[src/rtl/keypad_pkg.sv]
// rtl/keypad_pkg.sv - shared key count, FSM state type and key-vector predicates
package keypad_pkg;

  localparam int NUM_KEYS = 10;

  typedef enum logic [1:0] {
    IDLE     = 2'd0,
    DEBOUNCE = 2'd1,
    PRESSED  = 2'd2,
    RELEASE  = 2'd3
  } kp_state_t;

  function automatic int unsigned popcount(input logic [NUM_KEYS-1:0] v);
    int unsigned n;
    n = 0;
    for (int i = 0; i < NUM_KEYS; i++) begin
      n += {31'd0, v[i]};
    end
    return n;
  endfunction

  function automatic logic is_onehot(input logic [NUM_KEYS-1:0] v);
    return popcount(v) == 1;
  endfunction

  function automatic logic is_multi(input logic [NUM_KEYS-1:0] v);
    return popcount(v) >= 2;
  endfunction

endpackage

[src/rtl/sync_2ff.sv]
// rtl/sync_2ff.sv - parameterized-width double-flop synchronizer, async active-low reset
module sync_2ff #(
  parameter int WIDTH = 1
) (
  input  logic             clk,
  input  logic             rst_n,
  input  logic [WIDTH-1:0] d,
  output logic [WIDTH-1:0] q
);

  logic [WIDTH-1:0] meta;

  always_ff @(posedge clk or negedge rst_n) begin
    if (!rst_n) begin
      meta <= '0;
      q    <= '0;
    end else begin
      meta <= d;
      q    <= meta;
    end
  end

endmodule

[src/rtl/keypad_debounce_e3.sv]
// rtl/keypad_debounce_e3.sv - debounced one-hot keypad front end for cod_dec_E3
// Optional auto-repeat of tecla_valid while a key is held: KEYPAD_AUTOREPEAT_EN
module keypad_debounce_e3
  import keypad_pkg::*;
#(
  parameter int DEB_CYCLES    = 4,
  parameter int REPEAT_CYCLES = 1000
) (
  input  logic                clk,
  input  logic                rst_n,
  input  logic [NUM_KEYS-1:0] tecla,
  output logic [NUM_KEYS-1:0] tecla_onehot,
  output logic                tecla_valid,
  output logic                multi_err
);

  if (DEB_CYCLES < 2 || DEB_CYCLES > 65535) begin : g_bad_deb
    $error("keypad_debounce_e3: DEB_CYCLES must be 2..65535");
  end
  if (REPEAT_CYCLES < 2) begin : g_bad_rpt
    $error("keypad_debounce_e3: REPEAT_CYCLES must be >= 2");
  end

  localparam int CW = $clog2(DEB_CYCLES);
  localparam logic [CW-1:0] CNT_PRESS = CW'(DEB_CYCLES - 1);
  // Entering RELEASE already counts one zero sample, so the release run ends one step earlier.
  localparam logic [CW-1:0] CNT_REL   = CW'(DEB_CYCLES - 2);

  logic [NUM_KEYS-1:0] sync;
  kp_state_t           state_q, state_d;
  logic [NUM_KEYS-1:0] cand_q, cand_d;
  logic [CW-1:0]       cnt_q, cnt_d;
  logic [NUM_KEYS-1:0] onehot_d;
  logic                valid_d;
  logic                rpt_fire;

  sync_2ff #(.WIDTH(NUM_KEYS)) u_sync (
    .clk   (clk),
    .rst_n (rst_n),
    .d     (tecla),
    .q     (sync)
  );

  always_comb begin
    state_d  = state_q;
    cand_d   = cand_q;
    cnt_d    = cnt_q;
    onehot_d = tecla_onehot;
    valid_d  = 1'b0;
    unique case (state_q)
      IDLE: begin
        onehot_d = '0;
        if (is_onehot(sync)) begin
          cand_d  = sync;
          cnt_d   = '0;
          state_d = DEBOUNCE;
        end
      end
      DEBOUNCE: begin
        if (sync == cand_q) begin
          if (cnt_q == CNT_PRESS) begin
            state_d  = PRESSED;
            onehot_d = cand_q;
            valid_d  = 1'b1;
          end else begin
            cnt_d = cnt_q + CW'(1);
          end
        end else begin
          state_d = IDLE;
          cnt_d   = '0;
        end
      end
      PRESSED: begin
        onehot_d = cand_q;
        if (sync != cand_q) begin
          cnt_d   = '0;
          state_d = RELEASE;
        end
      end
      RELEASE: begin
        onehot_d = cand_q;
        if (sync == '0) begin
          if (cnt_q == CNT_REL) begin
            state_d  = IDLE;
            onehot_d = '0;
            cnt_d    = '0;
          end else begin
            cnt_d = cnt_q + CW'(1);
          end
        end else if (sync == cand_q) begin
          state_d = PRESSED;
        end else begin
          cnt_d = '0;
        end
      end
      default: begin
        state_d  = IDLE;
        onehot_d = '0;
      end
    endcase
  end

`ifdef KEYPAD_AUTOREPEAT_EN
  localparam int RW = (REPEAT_CYCLES > 2) ? $clog2(REPEAT_CYCLES) : 1;
  localparam logic [RW-1:0] RPT_MAX = RW'(REPEAT_CYCLES - 1);

  logic [RW-1:0] rpt_q, rpt_d;

  // Counter only advances while staying in PRESSED; any entry or exit leaves it at zero.
  always_comb begin
    rpt_d    = '0;
    rpt_fire = 1'b0;
    if (state_q == PRESSED && state_d == PRESSED) begin
      if (rpt_q == RPT_MAX) begin
        rpt_fire = 1'b1;
      end else begin
        rpt_d = rpt_q + RW'(1);
      end
    end
  end

  always_ff @(posedge clk or negedge rst_n) begin
    if (!rst_n) begin
      rpt_q <= '0;
    end else begin
      rpt_q <= rpt_d;
    end
  end
`else
  assign rpt_fire = 1'b0;
`endif

  always_ff @(posedge clk or negedge rst_n) begin
    if (!rst_n) begin
      state_q      <= IDLE;
      cand_q       <= '0;
      cnt_q        <= '0;
      tecla_onehot <= '0;
      tecla_valid  <= 1'b0;
      multi_err    <= 1'b0;
    end else begin
      state_q      <= state_d;
      cand_q       <= cand_d;
      cnt_q        <= cnt_d;
      tecla_onehot <= onehot_d;
      tecla_valid  <= valid_d | rpt_fire;
      multi_err    <= is_multi(sync);
    end
  end

endmodule

[config.mk]
export PLATFORM = sky130hd
export DESIGN_NAME = keypad_debounce_e3
export DESIGN_NICKNAME = d
export VERILOG_FILES = /design/src/rtl/keypad_pkg.sv /design/src/rtl/sync_2ff.sv /design/src/rtl/keypad_debounce_e3.sv
export SDC_FILE = /design/constraint.sdc
export NUM_CORES = 1
export LEC_CHECK = 0
export ABC_AREA = 1
export BUFFER_PORTS_ARGS = -buffer_cell sky130_fd_sc_hd__buf_2
export CORE_MARGIN = 2
export CORE_UTILIZATION = 29
export DETAILED_ROUTE_END_ITERATION = 10
export GPL_ROUTABILITY_DRIVEN = 0
export GPL_TIMING_DRIVEN = 0
export HOLD_SLACK_MARGIN = 0.08
export PLACE_DENSITY = 0.47
export REMOVE_ABC_BUFFERS = 1
export SETUP_SLACK_MARGIN = 0.4
export SYNTH_ARGS = -nofsm -noshare
export SYNTH_HDL_FRONTEND = slang
export SYNTH_SLANG_ARGS = --single-unit
[constraint.sdc]
create_clock -name clk -period 3.34 [get_ports clk]
set_input_delay 1.002 -clock clk [delete_from_list [all_inputs] [get_ports clk]]
set_output_delay 1.002 -clock clk [all_outputs]
set_load 0.02 [all_outputs]
==> impl_results.md <==
* Status: finished with violations
* Failing checks: negative setup slack
* Kind of critical path: flop to flop
* Cell chain of the critical path: fa_1 -> fa_1 -> inv_1 -> fa_1 -> inv_1 -> ha_2 -> inv_2 -> fa_1 -> a21boi_4 -> nand3_2 -> nand2_2 -> nand2_4 -> nor2_4 -> nand2_2 -> nand2_1 -> nand2_1
* Total routed wirelength at ~4400 µm
* Final Util at 0.350
* Sink Count at between 40 and 50
* Data required, critical path at roughly 3.5 ns
* Switch share at 0.402
* Gr usage total at 0.119
* R2r setup slk at -0.21 ns
* DRC viols at 0
* Post-route ant nets at 0
* Seq/Total Area, Yosys at 0.515
* Die X at between 90 and 100 µm
* Initial Utilization at 0.294
* Slowest-stage cell, CP: fa_1
* Flop pwr share at 0.416
* Achievable Freq at 0.282 GHz
* Initial DRC count at 71
* Vias per inst at between 4 and 5
* Mean Syn Cell Area at a little over 9 µm²
* Post-Syn Instances at about 250
* Min Tclk post-route at roughly 3.5 ns
* Period utilisation layout at 1.06
* Worst VDD drop at 0.000192 V
* Initial antenna violation count at 0
* Clk_lat worst skew at about 0.3 ns
* First-pass GRT wire length at ~8000 µm
* YS warnings at 0
* Power per Cell Area at 687 nW/µm²
* Number of global-route vias before repair at about 1,600
* Hold_ws at 0.353 ns
* Initial DRT Pass Iterations at 4
* Final setup margin at -0.210 ns
* CTS buffer count at 5
* Cell row count at 32
* Routed WL per cell at 11.6 µm
* Hold EP: u_sync.q[6]
* Fin. max-slew vios at 0
* CTS tree: yes
* Hold Startpoint: u_sync.meta[6]
* DR vias at 1,593
* Critical Path Sink Type: flop
* Hold path cells at 0
* Crit path arrival time at approximately 3.7 ns
* Die area at approximately 8400 µm²
* Top cell by count, worst path: fa_1
* Post-CTS Hold Fix Bufs at 0
* Netlist Area Pre-Place at about 2200 µm²
* Final setup vio count at 14
* Worst slew pin tran at between 1 and 1.5 ns
* Net switching power at 0.737 mW
* Slew Limit Headroom at 0.317
* Clock power frac at 0.187
* Total power draw at 1.83 mW
* Nets@finish at around 310
* Synth Register Bits at 46
* Fraction of layout cells with a size suffix above 1 at 0.209
* RSZ-0062 raised after global routing: true
* Reg2Reg Depth at 16
* CTS Root Cell: clkbuf_8
* Max-Cap Viols at 0
* Most common cell after layout, fill and taps aside: nand2_1
* Worst r2r src: u_sync.q[0]
* Comb power frac at 0.397
* Leakage power figure at approximately 1.3 nW
* Pint at between 1 and 1.5 mW
* PortBufs at 23
* R2r endpoint: state_q[0]
* Boundary Pins at 24
* Largest net degree at the start of global routing at 47
* Area grow syn2layout at 19.3%
* CP peak stage delay at roughly 0.52 ns
* Total gr overflow at 0
* Clk pin slew, worst setup/hold paths at ~0.090 ns
* Critical Path Fanout Max at 4
* H-tree depth at 2
* Yosys cell types at 24
* Type of the worst min-delay path: flop to flop
* Post-DP HPWL at about 3000 µm
* Final Skew at approximately 0.015 ns
* Core Region at between 7000 and 8000 µm²
* Worst Setup Start Kind: flop
* Fin. Hold Viols at 0
* Antenna Diode Count at 0
* Die Y at ~90 µm
* Commonest cells after routing, fill and taps aside: nand2_1 (60), dfrtp_1 (45), inv_1 (38), o21ai_0 (23), buf_2 (23)
* Max Buffers Root-to-Sink at 2
-- metrics by stage --
stage                     area (µm²)  worst slack [ns]  setup TNS [ns]  cells
after floorplan                 2220            -0.308           -3.58    241
after global placement          2460            -0.787           -9.39    366
after detailed placement        2470            -0.850          -10.01    367
after CTS                       2650            -0.207           -2.31    383
after global routing            2670            -0.386           -4.79    384
final                           2670            -0.210           -2.56    384
-- how the worst max path moves through the flow --
stage / from / to / slack [ns]
after global routing: u_sync.q[0] / state_q[0] / -0.39
after floorplan: u_sync.q[0] / cand_q[0] / -0.31
after detailed placement: u_sync.q[0] / cand_q[2] / -0.85
after CTS: u_sync.q[5] / state_q[1] / -0.21
final: u_sync.q[0] / state_q[0] / -0.21
after global placement: u_sync.q[0] / cand_q[8] / -0.79
-- Yosys cell counts (all sizes together) --
cell type,instances,area (µm²)
a21boi,1,7.51
a21oi,2,10.0
a31o,1,8.76
a31oi,1,6.26
buf,1,5.00
clkbuf,3,11.3
clkinv,1,3.75
dfrtp,46,1150
fa,6,120
ha,12,150
inv,39,146
nand2,65,251
nand3,22,115
nand4,2,12.5
nor2,14,77.6
o21ai,25,125
or2,2,15.0
xnor2,2,17.5
-- registers in the layout (all words and copies together) (netlist names) --
signal	flops
u_sync.q	10
tecla_onehot	10
u_sync.meta	10
cand_q	10
state_q	2
multi_err	1
tecla_valid	1
cnt_q	2
-- critical path: cells and delay by family (launching register included) --
family / cells / cell delay [ns]
adders and majority gates: 5 / 2.11
buffers and inverters: 3 / 0.16
AOI/OAI and AO/OA: 1 / 0.20
DFF: 1 / 0.41
and+or+nand+nor: 7 / 0.54
-- cells by family after synthesis --
logic type / after synthesis / share of synthesized area
fa+ha+maj: 18 / 0.121
xor+xnor: 2 / 0.00784
flops: 46 / 0.515
compound gates: 30 / 0.0706
simple gates: 105 / 0.211
buf+inv: 44 / 0.0745
-- cell type report --
class	instances	area, µm²
clock buffers	5	68.8
inverters	40	150
flip-flops and latches	46	1150
repair buffers	32	186
fillers	827	4940
clock inverters	3	21.3
well taps	102	128
multi-input cells	156	960
-- metal layers --
layer,GRT usage,vias to the layer above,part of all wire,wire length (µm)
met1,0.162,724,0.50,2230
met3,0.0271,2,0.040,179
met5,0,-,0,0
met2,0.193,32,0.45,2010
li1,-,835,-,-
met4,0.0261,0,0.0056,25
-- timing repair --
item                                    in CTS  in global routing
gates resized for setup                     10                  4
endpoints found under the setup margin      15                 15
pin swaps                                    6                  4
buffers inserted                             7                  1
cloned                                       1                  0
-- power groups by stage --
stage               Combinational [mW]  Clock [mW]  Sequential (mW)
CTS                              0.720       0.359            0.764
global placement                 0.603           0            0.771
detailed placement               0.627           0            0.776
floorplan                        0.400           0            0.806
global route                     0.826       0.385            0.781
finish                           0.727       0.342            0.763
Power figures use the tool's default switching activity.
